<file path="config.mk">
export PLATFORM = sky130hd
export DESIGN_NAME = ghost_sprite_render
export DESIGN_NICKNAME = d
export VERILOG_FILES = /design/src/rtl/ghost_sprite_render.sv
export SDC_FILE = /design/constraint.sdc
export NUM_CORES = 1
export LEC_CHECK = 0
export ABC_AREA = 0
export CAP_MARGIN = 40
export CORE_MARGIN = 4
export CORE_UTILIZATION = 48
export DETAILED_ROUTE_END_ITERATION = 7
export HOLD_SLACK_MARGIN = 0.1
export PLACE_DENSITY = 0.77
export SLEW_MARGIN = 20
export SYNTH_ARGS = -nofsm -noshare
export SYNTH_HDL_FRONTEND = slang
export SYNTH_SLANG_ARGS = --single-unit
</file>
<file path="constraint.sdc">
create_clock -name clk -period 2.7 [get_ports clk]
set_clock_uncertainty 0.05 [all_clocks]
set_input_delay 0.54 -clock clk [delete_from_list [all_inputs] [get_ports clk]]
set_output_delay 0.54 -clock clk [all_outputs]
set_load 0.1 [all_outputs]
</file>
<file path="src/rtl/ghost_sprite_render.sv">
// Per-ghost 16x16 sprite renderer: frame-latched ghost state, two-stage pixel pipeline.
// Define GHOST_FRIGHT_EN to add the latched fright input (blue frightened ghost).
module ghost_sprite_render #(
    parameter logic [11:0] BODY_COLOR  = 12'h0FF,
    parameter int          ANIM_FRAMES = 8
) (
    input  logic        clk,
    input  logic        rst,
    input  logic [9:0]  ghost_x,
    input  logic [8:0]  ghost_y,
    input  logic [1:0]  ghost_dir,
    input  logic        frame_start,
`ifdef GHOST_FRIGHT_EN
    input  logic        fright,
`endif
    input  logic        pix_valid,
    input  logic [9:0]  pix_x,
    input  logic [8:0]  pix_y,
    output logic        hit,
    output logic [11:0] color,
    output logic        color_valid
);

    localparam logic [7:0] ANIM_LAST = 8'(ANIM_FRAMES - 1);

    logic [9:0]  sx;
    logic [8:0]  sy;
    logic [1:0]  sdir;
    logic        sfright;
    logic [7:0]  frame_cnt;
    logic        anim;

    // Shadows only move at frame_start so the sprite never tears mid-frame.
    always_ff @(posedge clk) begin
        if (!rst) begin
            sx        <= 10'd320;
            sy        <= 9'd240;
            sdir      <= 2'b11;
            sfright   <= 1'b0;
            frame_cnt <= 8'd0;
            anim      <= 1'b0;
        end else if (frame_start) begin
            sx   <= ghost_x;
            sy   <= ghost_y;
            sdir <= ghost_dir;
`ifdef GHOST_FRIGHT_EN
            sfright <= fright;
`else
            sfright <= 1'b0;
`endif
            if (frame_cnt == ANIM_LAST) begin
                frame_cnt <= 8'd0;
                anim      <= ~anim;
            end else begin
                frame_cnt <= frame_cnt + 8'd1;
            end
        end
    end

    logic [10:0] col_w;
    logic [10:0] row_w;
    logic        inbox_w;

    assign col_w   = {1'b0, pix_x} - {1'b0, sx} + 11'd8;
    assign row_w   = {2'b00, pix_y} - {2'b00, sy} + 11'd8;
    assign inbox_w = (col_w[10:4] == 7'd0) && (row_w[10:4] == 7'd0);

    logic       v1;
    logic       inbox1;
    logic [3:0] col1;
    logic [3:0] row1;
    logic [1:0] dir1;
    logic       anim1;
    logic       fright1;

    // Direction/anim/fright travel with the pixel so a same-cycle frame_start
    // cannot leak new values into a pixel sampled with the old shadows.
    always_ff @(posedge clk) begin
        if (!rst) begin
            v1      <= 1'b0;
            inbox1  <= 1'b0;
            col1    <= 4'd0;
            row1    <= 4'd0;
            dir1    <= 2'b11;
            anim1   <= 1'b0;
            fright1 <= 1'b0;
        end else begin
            v1      <= pix_valid;
            inbox1  <= inbox_w;
            col1    <= col_w[3:0];
            row1    <= row_w[3:0];
            dir1    <= sdir;
            anim1   <= anim;
            fright1 <= sfright;
        end
    end

    logic        body;
    logic        eye_rows;
    logic        eye_l;
    logic        eye_r;
    logic        eye;
    logic [1:0]  er;
    logic [1:0]  ec;
    logic        pupil;
    logic        inner;
    logic        hit_w;
    logic [11:0] pix_color;

    always_comb begin
        body      = 1'b0;
        pupil     = 1'b0;
        pix_color = BODY_COLOR;

        case (row1)
            4'd0:         body = (col1 >= 4'd5) && (col1 <= 4'd10);
            4'd1:         body = (col1 >= 4'd3) && (col1 <= 4'd12);
            4'd14, 4'd15: body = (col1 >= 4'd1) && (col1 <= 4'd14) && (col1[1] == anim1);
            default:      body = (col1 >= 4'd1) && (col1 <= 4'd14);
        endcase

        // Eye-local coordinates reduce to 2-bit arithmetic on the low bits.
        eye_rows = (row1 >= 4'd4) && (row1 <= 4'd7);
        eye_l    = eye_rows && (col1 >= 4'd2) && (col1 <= 4'd5);
        eye_r    = eye_rows && (col1 >= 4'd9) && (col1 <= 4'd12);
        eye      = eye_l || eye_r;
        er       = row1[1:0];
        ec       = eye_l ? (col1[1:0] - 2'd2) : (col1[1:0] - 2'd1);
        inner    = (er >= 2'd1) && (er <= 2'd2) && (ec >= 2'd1) && (ec <= 2'd2);

        case (dir1)
            2'b00:   pupil = (er <= 2'd1) && (ec >= 2'd1) && (ec <= 2'd2);
            2'b01:   pupil = (er >= 2'd2) && (ec >= 2'd1) && (ec <= 2'd2);
            2'b10:   pupil = (er >= 2'd1) && (er <= 2'd2) && (ec <= 2'd1);
            default: pupil = (er >= 2'd1) && (er <= 2'd2) && (ec >= 2'd2);
        endcase

        if (eye) begin
            pix_color = pupil ? 12'h00F : 12'hFFF;
        end

`ifdef GHOST_FRIGHT_EN
        if (fright1) begin
            pix_color = (eye && inner) ? 12'hFC9 : 12'h00F;
        end
`endif

        hit_w = inbox1 && (body || eye);
    end

    always_ff @(posedge clk) begin
        if (!rst) begin
            hit         <= 1'b0;
            color       <= 12'h000;
            color_valid <= 1'b0;
        end else begin
            hit         <= v1 && hit_w;
            color       <= (v1 && hit_w) ? pix_color : 12'h000;
            color_valid <= v1;
        end
    end

endmodule

</file>
# Word level (Yosys, flattened, before mapping)
# Index checks and enable logic that the tools add are counted.
classes:
  bitwise_logic: 1
  eq_ne: 7
  order_cmp: 19
  add_sub_neg: 7
  n_reduce_logical: 29
  n_mux: 6
op_table:
  columns: ["operator", "count"]
  rows:
  - ["1-bit logical AND", 19]
  - ["8-bit two-way mux", 2]
  - ["7-bit zero test", 2]
  - ["4-bit <= comparator (second input constant)", 3]
  - ["12-bit two-way mux", 1]
  - ["10-bit by 5-bit adder with 11-bit output (second input constant)", 1]
  - ["11-bit by 4-bit adder with 11-bit output (second input constant)", 1]
  - ["10-bit by 10-bit subtractor with 11-bit output", 1]
  - ["9-bit by 9-bit subtractor with 10-bit output", 1]
  - ["8-bit by 1-bit adder with 8-bit output (second input constant)", 1]
  - ["4-bit == test (second input constant)", 2]
  - ["8-bit by 3-bit == test with 1-bit output (second input constant)", 1]
  - ["4-bit by 2-bit >= comparator with 1-bit output (second input constant)", 2]
  - ["4-bit by 3-bit >= comparator with 1-bit output (second input constant)", 2]
  - ["4-bit by 3-bit <= comparator with 1-bit output (second input constant)", 2]
  - ["1-bit case mux with 3 select lines", 2]
  - ["4-bit by 1-bit == test with 1-bit output (second input constant)", 1]
  - ["2-bit by 1-bit >= comparator with 1-bit output (second input constant)", 2]
  - ["2-bit >= comparator (second input constant)", 2]
  - ["4-bit by 1-bit >= comparator with 1-bit output (second input constant)", 1]
  - ["4-bit >= comparator (second input constant)", 1]
  - ["2-bit by 1-bit <= comparator with 1-bit output (second input constant)", 2]
  - ["2-bit <= comparator (second input constant)", 2]
  - ["4-bit zero test", 1]
  - ["12 further kinds", 14]
word_totals:
  regBits: 57
  out_inout_bits: 14
  input_bits: 44

# Depth between registers and ports, before layout
logic_depth:
  word_depth: 11
  ltp_mapped: 13
  mapped_depth_nobuf: 13

# Least setup slack after synthesis
# Ideal clock, no wire load.
synth_timing:
  path_kind: "in2reg"
  start: "input pix_y[0]"
  end: "register inbox1"
  path_slack_ps: -228
  n_path_buf: 0
  path_stages: 13
  t_required_ps: 2589
  t_arrival_ps: 2817
  setup_ps: 61
  path_cell_list: "inv_1 -> ha_1 -> fa_1 -> nand2b_1 -> a21oi_1 -> xnor2_1 -> inv_1 -> ha_1 -> inv_1 -> o31ai_1 -> a211o_1 -> a2111oi_0 -> and4_1"
synth_between:
  elab_chain_len: 4
synth_lines:
  columns: ["item", "line", "text"]
  rows:
  - ["from (decl)", "18", "input logic [8:0] pix_y,"]
  - ["9-bit by 9-bit subtractor with 10-bit output", "65", "assign row_w = {2'b00, pix_y} - {2'b00, sy} + 11'd8;"]
  - ["10-bit by 5-bit adder with 11-bit output", "65", null]
  - ["7-bit zero test", "66", "assign inbox_w = (col_w[10:4] == 7'd0) && (row_w[10:4] == 7'd0);"]
  - ["1-bit logical AND", "66", null]
  - ["to (signal assigned)", "89", "inbox1 <= inbox_w;"]
  - ["to (decl)", "69", "logic inbox1;"]
# No other way between the ends.
# A chain may end at the register's enable or synchronous reset.

# Worst setup path in the final report
layout_timing:
  start: "input pix_y[5]"
  end: "register inbox1"
# Same word-level chain as after synthesis.

==> summary.txt <==
Final layout
  • Antenna diodes: 0
  • Most frequent cells in the layout: buf_4 (53), dfxtp_1 (48), clkdlybuf4s50_1 (38), inv_1 (35), ha_1 (31)
  • Layout cells sized above 1: 24.8%
  • Area grow syn2layout: 36.1%
  • # fillers: 501
  • Nets@finish: 519
  • Commonest non-fill, non-tap cell in the layout: buf_4

Timing
  • Slew Viols, Final: 0
  • Final worst slack: 0.0255 ns
  • Final setup fails: 0
  • Final Critical Period: 2.67 ns
  • Tcrit/Tclk final: 99.1%
  • Pin slew with the least headroom to its limit: 0.673 ns
  • RSZ-0062 raised after global routing: true
  • Max frequency: 0.374 GHz
  • Final hold vios: 0
  • Setup TNS: 0 ns
  • Slew HR: 54.5%

Global routing
  • Total track usage: 18.0%
  • Grt total ovfl: 0
  • Largest net degree at the start of global routing: 26
  • First-pass GRT wire length: 11,300 um
  • Vias in the first global route: 2,599
  • Initial antenna violation count: 0

Critical path
  • Worst-path cell chain: clkdlybuf4s50_1 > ha_1 > or3b_2 > o221ai_2 > a211oi_2 > nor4_2 > nand4_1 > a2111oi_2 > and4_1
  • CP Buf/Inv Count: 1
  • Type of the worst setup path: input port to flip-flop
  • Crit Path Max Fanout: 2
  • Worst setup EP type: flip-flop
  • Slowest Stage Delay on Critical Path: 0.48 ns
  • Critical Path Source Type: input port
  • Crit-path leading delay family: simple AND/OR/NAND/NOR gates
  • Worst path arrival time: 2.88 ns
  • CP max stage cell: or3b_2
  • Worst Path Required: 2.91 ns

Run status
  • Status: finished, final reports clean

Drt
  • Initial DRT Pass Iterations: 4
  • WL/cell: 13.4 um
  • Final ANT Viol Nets: 0
  • Post-DR vias/cell: 5.22
  • Final wirelength: 6880 um
  • DR iter-0 viols: 83
  • DRC viols: 0
  • Vias: 2,678

Clocking
  • Hold-fix buffers, CTS: 0
  • Clk slew on worst S/H paths: 0.10 ns
  • TritonCTS clock tree: done
  • Sink Count: 48
  • Clock latency on the worst-skew pair: 0.31 ns
  • Number of CTS-inserted buffers: 5
  • Root buffer cell: clkbuf_8
  • Max H-tree Level: 2
  • Clock tree buffer depth: 2

Logic synthesis
  • Mean Syn Cell Area: 8.94 um2
  • Ys Warns: 0
  • Synth Flop Type: dfxtp_1
  • Sequential-to-total area share from yosys stat: 30.6%
  • Mapped Cells: 351
  • Synth cell types: 53
  • Syn Nets: 435
  • Synth Cell Area: 3140 um2
  • FFs w/ async S/R, synth: 0%
  • Synthesized flop and latch total: 48
  • Number of synthesized flops with an enable pin: 0

Place
  • RD Place Congestion: 0.907
  • Setup WS pre-CTS: -0.795 ns
  • Port buffer count: 57
  • DP HPWL: 5070 um

Floorplan
  • Rows: 29
  • Starting Density: 49.4%
  • Height of the die: 88.8 um
  • Die Area: 7890 um2
  • Ports: 58
  • Die Span X: 88.8 um
  • Area of the core: 6350 um2

Power
  • Pwr/cell area: 487 nW/um2
  • Lkg Pwr: 1.90 nW
  • Worst-case vdd ir drop: 0.284 mV

Worst hold path
  • Hold WC Path Type: flip-flop to flip-flop

Job
  • Max_cap viols: 0
[through the flow]
stage          total power [W]  utilization [%]  area, um2  cells  hold WS (ns)
5_1_grt                0.00220             67.2       4270    513         0.415
3_5_place_dp           0.00142             61.7       3920    494         0.381
6_report               0.00208             67.2       4270    513         0.408
4_1_cts                0.00204             65.7       4170    512         0.412
2_1_floorplan          0.00120                -       3180    351         0.360
3_3_place_gp           0.00140             61.7       3920    494         0.379
[cell families (layout without fill, tap and decap cells)]
| family | count (synthesis) | after routing | synth area share, % |
|---|---|---|---|
| AO/OA/AOI/OAI | 68 | 68 | 16.7 |
| buffers and inverters | 60 | 145 | 8.26 |
| XOR/XNOR | 19 | 19 | 5.31 |
| flip-flops | 48 | 48 | 30.6 |
| adder cells (fa/ha/maj) | 40 | 40 | 16.4 |
| AND/OR/NAND/NOR | 99 | 99 | 17.3 |
| multiplexers | 17 | 17 | 5.42 |
[synthesized netlist by cell type (2+ instances only)]
cell type,n,area (um2)
and2_1,8,50.1
nand3b_1,2,15.0
dfxtp_1,48,961
a22oi_1,2,15.0
ha_1,38,475
inv_1,41,154
a211oi_1,5,37.5
nand3_1,2,10.0
nor2b_1,20,125
o211ai_1,8,60.1
nor4_1,3,18.8
a2111oi_0,2,17.5
a21o_1,5,37.5
a21boi_0,2,15.0
nand2b_1,10,62.6
a21oi_1,12,60.1
a21oi_2,2,17.5
nand2_1,19,71.3
clkbuf_1,10,37.5
nor3_1,4,20.0
buf_4,9,67.6
and3_1,2,12.5
nor3b_1,3,22.5
nor2_1,17,63.8
nand4_1,3,18.8
xor2_1,6,52.6
mux2i_1,17,170
o21ai_0,11,55.1
o311a_1,3,30.0
xnor2_1,13,114
fa_1,2,40.0
[report_power, final]
| group | internal (W) | leakage (nW) | switching [W] |
|---|---|---|---|
| clock network | 0.000279 | 0.0548 | 0.000262 |
| registers | 0.000747 | 0.395 | 0.0000394 |
| logic | 0.000404 | 1.45 | 0.000346 |
| total | 0.00143 | 1.90 | 0.000648 |
[path summary, 6_finish.rpt]
kind,end,start,cells after the start,slack [ns]
worst min-delay path,dir1[0]$_SDFF_PN1_,sdir[0]$_SDFFE_PN1P_,1,0.41
worst max-delay path,inbox1$_SDFF_PN0_,pix_y[5],9,0.03
worst max register to register,inbox1$_SDFF_PN0_,sy[0]$_SDFFE_PN0P_,12,0.08
worst min register to register,dir1[0]$_SDFF_PN1_,sdir[0]$_SDFFE_PN1P_,1,0.41
[flip-flops by register name, summed over array words and instances (netlist names)]
register     flops
anim             1
anim1            1
col1             4
color            3
color_valid      1
dir1             2
frame_cnt        8
hit              1
inbox1           1
row1             4
sdir             2
sx              10
sy               9
v1               1
[area by class of cell]
class | instances | area [um2] | share of cell area (%)
multi-input combinational | 243 | 2110 | 49.5
sequential | 48 | 961 | 22.5
timing repair buffer | 96 | 820 | 19.2
inverter | 41 | 161 | 3.78
tap | 77 | 96.3 | 2.26
clock buffer | 5 | 68.8 | 1.61
clock inverter | 3 | 46.3 | 1.08
[metal layers]
layer  up-vias  routed length (um)  global-route usage (%)  part of all wire (%)
met2        52                3530                    32.9                    51
met3        10                 324                    3.54                   4.7
li1       1369                   -                       -                     -
met4         0                 109                    6.18                   1.6
met1      1247                2920                    20.8                    42
met5         -                   0                       0                     0
[timing repair]
action / 4_1_cts / 5_1_grt
pin swaps: 17 / 8
setup endpoints to repair: 1 / 2
buffers inserted: 10 / 1
resized for setup: 25 / 23
Power figures use the tool's default switching activity.
